==> config.mk <==
export PLATFORM = sky130hd
export DESIGN_NAME = hilo_ctrl
export DESIGN_NICKNAME = d
export VERILOG_FILES = /design/src/rtl/hilo_ctrl.sv
export SDC_FILE = /design/constraint.sdc
export NUM_CORES = 1
export LEC_CHECK = 0
export CAP_MARGIN = 20
export CORE_MARGIN = 3
export CORE_UTILIZATION = 40
export DETAILED_ROUTE_END_ITERATION = 6
export PLACE_DENSITY = 0.87
export SKIP_LAST_GASP = 1
export SLEW_MARGIN = 20
export SYNTH_ARGS = -nofsm -noshare
export SYNTH_HDL_FRONTEND = slang
export SYNTH_SLANG_ARGS = --single-unit
==> constraint.sdc <==
create_clock -name clock -period 3.38 [get_ports clock]
set_input_delay 0.507 -clock clock [delete_from_list [all_inputs] [get_ports clock]]
set_output_delay 0.507 -clock clock [all_outputs]
set_load 0.01 [all_outputs]
==> src/rtl/hilo_ctrl.sv <==
// hilo_ctrl: HI/LO register owner and HILO-operation sequencer for the EX stage.
// Launches divides on a shared external iterative divider and multiplies on an
// external fixed-latency multiplier. It commits their results into HI/LO and
// stalls later HILO accesses while the single long operation is in flight.
// Optional feature macro: HILO_CTRL_ACC_EN enables MADD/MADDU/MSUB/MSUBU
// accumulation. Without it, op_codes 4..7 are rejected as illegal.
module hilo_ctrl #(
  parameter int MUL_LAT = 2
) (
  input  logic        clock,
  input  logic        reset,
  input  logic        op_valid,
  input  logic [3:0]  op_code,
  input  logic [31:0] op_a,
  input  logic [31:0] op_b,
  input  logic        ex_stall,
  input  logic        ex_flush,
  output logic        div_start,
  output logic        div_signed,
  input  logic        div_done,
  input  logic [31:0] div_quotient,
  input  logic [31:0] div_remainder,
  output logic        mul_start,
  output logic        mul_signed,
  input  logic [63:0] mul_product,
  output logic [31:0] hi,
  output logic [31:0] lo,
  output logic        hilo_stall,
  output logic        busy,
  output logic        op_illegal
);

  typedef enum logic [1:0] {S_IDLE, S_MUL, S_DIV} state_t;

  localparam logic [3:0] OP_DIV   = 4'd0;
  localparam logic [3:0] OP_DIVU  = 4'd1;
  localparam logic [3:0] OP_MULT  = 4'd2;
  localparam logic [3:0] OP_MULTU = 4'd3;
  localparam logic [3:0] OP_MADD  = 4'd4;
  localparam logic [3:0] OP_MADDU = 4'd5;
  localparam logic [3:0] OP_MSUB  = 4'd6;
  localparam logic [3:0] OP_MSUBU = 4'd7;
  localparam logic [3:0] OP_MTHI  = 4'd8;
  localparam logic [3:0] OP_MTLO  = 4'd9;
  localparam logic [3:0] OP_MFHI  = 4'd10;
  localparam logic [3:0] OP_MFLO  = 4'd11;

  // The counter is preloaded so that it reaches zero in the cycle where the
  // multiplier product becomes valid.
  localparam logic [2:0] CNT_INIT = 3'(MUL_LAT - 1);

  state_t      state;
  logic [2:0]  cnt;
  logic        op_legal;
  logic        can_issue;
  logic        accept;
  logic        is_mul;
  logic        is_div;
  logic [63:0] mul_result;

`ifdef HILO_CTRL_ACC_EN
  typedef enum logic [1:0] {ACC_NONE, ACC_ADD, ACC_SUB} acc_t;
  acc_t acc;
`endif

  // Decode which op_codes this build supports.
  always_comb begin
    // NOTE: every combinational output gets a default before the case so no
    // path leaves it unassigned, which would otherwise infer a latch.
    op_legal = 1'b0;
    case (op_code)
      OP_DIV, OP_DIVU, OP_MULT, OP_MULTU,
      OP_MTHI, OP_MTLO, OP_MFHI, OP_MFLO: op_legal = 1'b1;
`ifdef HILO_CTRL_ACC_EN
      OP_MADD, OP_MADDU, OP_MSUB, OP_MSUBU: op_legal = 1'b1;
`endif
      default: op_legal = 1'b0;
    endcase
  end

  // Accept / reject decision and the combinational launch pulses.
  assign can_issue  = op_valid & ~ex_stall & ~ex_flush & (state == S_IDLE);
  assign accept     = can_issue & op_legal;
  assign op_illegal = can_issue & ~op_legal;
  assign is_mul     = accept & (op_code inside {[OP_MULT:OP_MSUBU]});
  assign is_div     = accept & (op_code inside {OP_DIV, OP_DIVU});

  // Even op_codes within the DIV and MULT families are the signed variants.
  assign mul_start  = is_mul;
  assign mul_signed = is_mul & ~op_code[0];
  assign div_start  = is_div;
  assign div_signed = is_div & ~op_code[0];

  assign busy       = (state != S_IDLE);
  assign hilo_stall = op_valid & busy;

  // Value written into {hi,lo} on the multiply commit edge (64-bit modular).
  always_comb begin
    mul_result = mul_product;
`ifdef HILO_CTRL_ACC_EN
    case (acc)
      ACC_ADD: mul_result = {hi, lo} + mul_product;
      ACC_SUB: mul_result = {hi, lo} - mul_product;
      default: mul_result = mul_product;
    endcase
`endif
  end

  // Sequencer FSM and HI/LO register file.
  always_ff @(posedge clock or posedge reset) begin
    if (reset) begin
      state <= S_IDLE;
      cnt   <= 3'd0;
      hi    <= 32'd0;
      lo    <= 32'd0;
`ifdef HILO_CTRL_ACC_EN
      acc   <= ACC_NONE;
`endif
    end else begin
      // NOTE: all state updates use non-blocking assignments, so every
      // right-hand side sees the values from before this edge.
      case (state)
        S_IDLE: begin
          if (is_mul) begin
            state <= S_MUL;
            cnt   <= CNT_INIT;
`ifdef HILO_CTRL_ACC_EN
            acc   <= op_code[2] ? (op_code[1] ? ACC_SUB : ACC_ADD) : ACC_NONE;
`endif
          end else if (is_div) begin
            state <= S_DIV;
          end else if (accept) begin
            if (op_code == OP_MTHI) hi <= op_a;
            if (op_code == OP_MTLO) lo <= op_b;
          end
        end
        S_MUL: begin
          if (cnt == 3'd0) begin
            {hi, lo} <= mul_result;
            state    <= S_IDLE;
          end else begin
            cnt <= cnt - 3'd1;
          end
        end
        S_DIV: begin
          // A flush does not abort the divide: the launch already committed.
          if (div_done) begin
            hi    <= div_remainder;
            lo    <= div_quotient;
            state <= S_IDLE;
          end
        end
        default: state <= S_IDLE;
      endcase
    end
  end

endmodule

==> results.ini <==
[synth]
synth_area_um2 = 4303
ys_warn_count = 0
ys_seq_area_frac = 0.4013
synthDistinctLibCells = 35
synth_ff_type = dfrtp_1
synthArstFlopShare = 1.000
ys_ff_latch = 69
synth_area_per_cell_um2 = 10.37
synthCells = 415
synth_nets = 623
synth_edf_count = 0

[timing]
finalSetupViolations = 0
hold_viol = 0
tns_ns = 0
grt_setup_unrepaired = false
slew_viol_final = 0
post-route-min-period_ns = 2.955
post-route-period-util = 0.8743
slew_headroom = 0.5359
fmax_mhz = 338.4
finClkSkew_ns = 0.01352
worst_slew_pin_slew_ns = 0.6952

[layout]
areaGrowthSynthToFinish_pct = 70.54
multiInputGateArea_um2 = 2387
register_area_um2 = 1727
layout-drive-gt1-share = 0.1456
fillCellCount = 779
num_antenna_cells = 0
finalInstanceArea_um2 = 7338
num-nets-final = 876

[floorplan]
rows = 37
start_util = 0.4149
fp.dieH_um = 109.7
die-area_um2 = 12040
ioPinCount = 273
core-area_um2 = 10370
fp.dieW_um = 109.7

[global_routing]
first_global_vias = 4323
track_usage = 0.2282
grt_overflow = 0
antenna_found_initial = 0
grt_max_degree = 67
grt_pass1_wl_um = 21310

[worst_hold_path]
min_path_type = flop to flop

[clocking]
path_clk_slew_ns = 0.07
cts_tree = done
clkSinkCount = 69
cts_resized = 0
holdBufCountCts = 0
clock_path_buffers = 2
cts_root_buf = clkbuf_8
h-tree-depth = 3
clk_latency_ns = 0.33
post-cts-setup-buffers = 0
cts_made_buffers = 9

[pwr]
power.leakage_nw = 3.072
peakVddDrop_uv = 423.9
power_density_nw_per_um2 = 859.5

[run_status]
status = complete, no violations

[route]
drtAntennaViolNets = 0
drc_errors = 0
dr.pass1.iters = 5
wl_per_cell_um = 17.88
wl_um = 14460
vias = 4275
drt-initial-drc-count = 179
detail_route.vias_per_cell = 5.284

[placement]
dpl_cell_area_um2 = 7141
dpl.hpwl_um = 11280
gp_congestion = 0.7975
io_buffer_count = 272

[worst_setup_path]
r2r_slack_ns = 1.02
crit_arrival_ns = 2.45
required_ns = 2.87
path_max_fanout = 7
cp-end-kind = output pin
path_class = primary input to output pin
worstSetupStartpointType = primary input

[run]
drv_cap = 0

cell type report:
| cell class | count | area share |
|---|---|---|
| Multi-Input combinational cell | 303 | 0.3253 |
| Sequential cell | 69 | 0.2353 |
| Inverter | 7 | 0.003581 |
| Tap cell | 136 | 0.02319 |
| Clock buffer | 9 | 0.01688 |
| Timing Repair Buffer | 278 | 0.3857 |
| Clock inverter | 7 | 0.01006 |
cell usage after synthesis (2+ instances only):
library cell | n | area [um2]
buf_1 | 4 | 15.01
nand2_1 | 8 | 30.03
a22oi_1 | 64 | 480.5
mux2_4 | 60 | 900.9
inv_1 | 7 | 26.28
nor2b_1 | 4 | 25.02
buf_6 | 6 | 67.56
a21oi_1 | 64 | 320.3
nor3b_1 | 2 | 15.01
nor2_1 | 70 | 262.8
mux2_2 | 4 | 45.04
clkbuf_1 | 26 | 97.59
ha_1 | 6 | 75.07
dfrtp_1 | 69 | 1727
final timing paths:
| path | startpoint | endpoint | cells after the start |
|---|---|---|---|
| max reg2reg | state[1]$_DFFE_PP0P_ | hi[11]$_DFFE_PP0P_ | 6 |
| min | hi[21]$_DFFE_PP0P_ | hi[21]$_DFFE_PP0P_ | 1 |
| min in group asynchronous | reset | lo[9]$_DFFE_PP0P_ | 2 |
| max | op_valid | mul_signed | 5 |
| min reg2reg | hi[21]$_DFFE_PP0P_ | hi[21]$_DFFE_PP0P_ | 1 |
| max in group asynchronous | reset | lo[19]$_DFFE_PP0P_ | 3 |
critical path: stages:
cell	delay, ns
clkdlybuf4s50_1	0.48
nor3b_1	0.32
nand4_1	0.36
nor2_1	0.21
clkdlybuf4s50_1	0.56
routing by layer:
layer	track usage	wire, um	part of all wire	vias to the layer above
li1	-	-	-	2024
met1	0.2407	5130	0.35	2004
met2	0.4198	7583	0.52	210
met3	0.06870	1245	0.086	37
met4	0.09439	503	0.035	0
met5	0	0	0	-
placed cells by master (no fill, tap or decap), drive strengths merged:
cell type      Yosys  final
buf               10      6
a2111o             1      1
nand3              1      1
a31o               1      1
mux2              64     64
ha                 6      6
nand4b             2      2
a22oi             64     64
nor3b              2      2
bufinv             0      1
dfrtp             69     69
a32o               1      1
nand2b             1      1
clkdlybuf4s50      0    272
o221ai             1      1
or3b               1      1
a221oi             1      1
clkinv             0      4
clkbuf            26      9
nand2              8      8
a21bo              1      1
nor2b              4      4
clkinvlp           0      1
o21ai              1      1
a22o               1      1
nor2              70     70
nand4              1      1
inv                7      8
a21oi             65     65
a41oi              1      1
nor3               1      1
and3               1      1
or4b               1      1
a31oi              1      1
o41ai              1      1
kinds of logic after synthesis:
family | Yosys count | share of synthesized area
mux | 64 | 0.2198
flops | 69 | 0.4013
fa+ha+maj | 6 | 0.01745
buf+inv | 43 | 0.04798
simple gates | 93 | 0.09799
compound gates | 140 | 0.2155
where the power goes:
| part | internal [mW] | total [mW] | switching (mW) |
|---|---|---|---|
| registers | 1.27 | 1.52 | 0.252 |
| logic | 2.36 | 4.12 | 1.76 |
| clock network | 0.344 | 0.667 | 0.324 |
| total | 3.97 | 6.31 | 2.34 |
metrics by stage:
step	std cells	setup slack, ns	hold WS (ns)	power, mW	util
6_report	809	0.4249	0.5135	6.308	0.7077
5_1_grt	809	0.2542	0.5236	6.711	0.7077
4_1_cts	809	0.4297	0.5099	6.361	0.7077
3_5_place_dp	793	0.4347	0.4902	5.662	0.6886
3_3_place_gp	793	0.5666	0.4850	5.496	0.6886
2_1_floorplan	415	1.133	0.4662	4.064	-
sequential cells by signal, summed over array words and instances (netlist names):
signal and count:
cnt 3, state 2, lo 32, hi 32
Power figures use the tool's default switching activity.
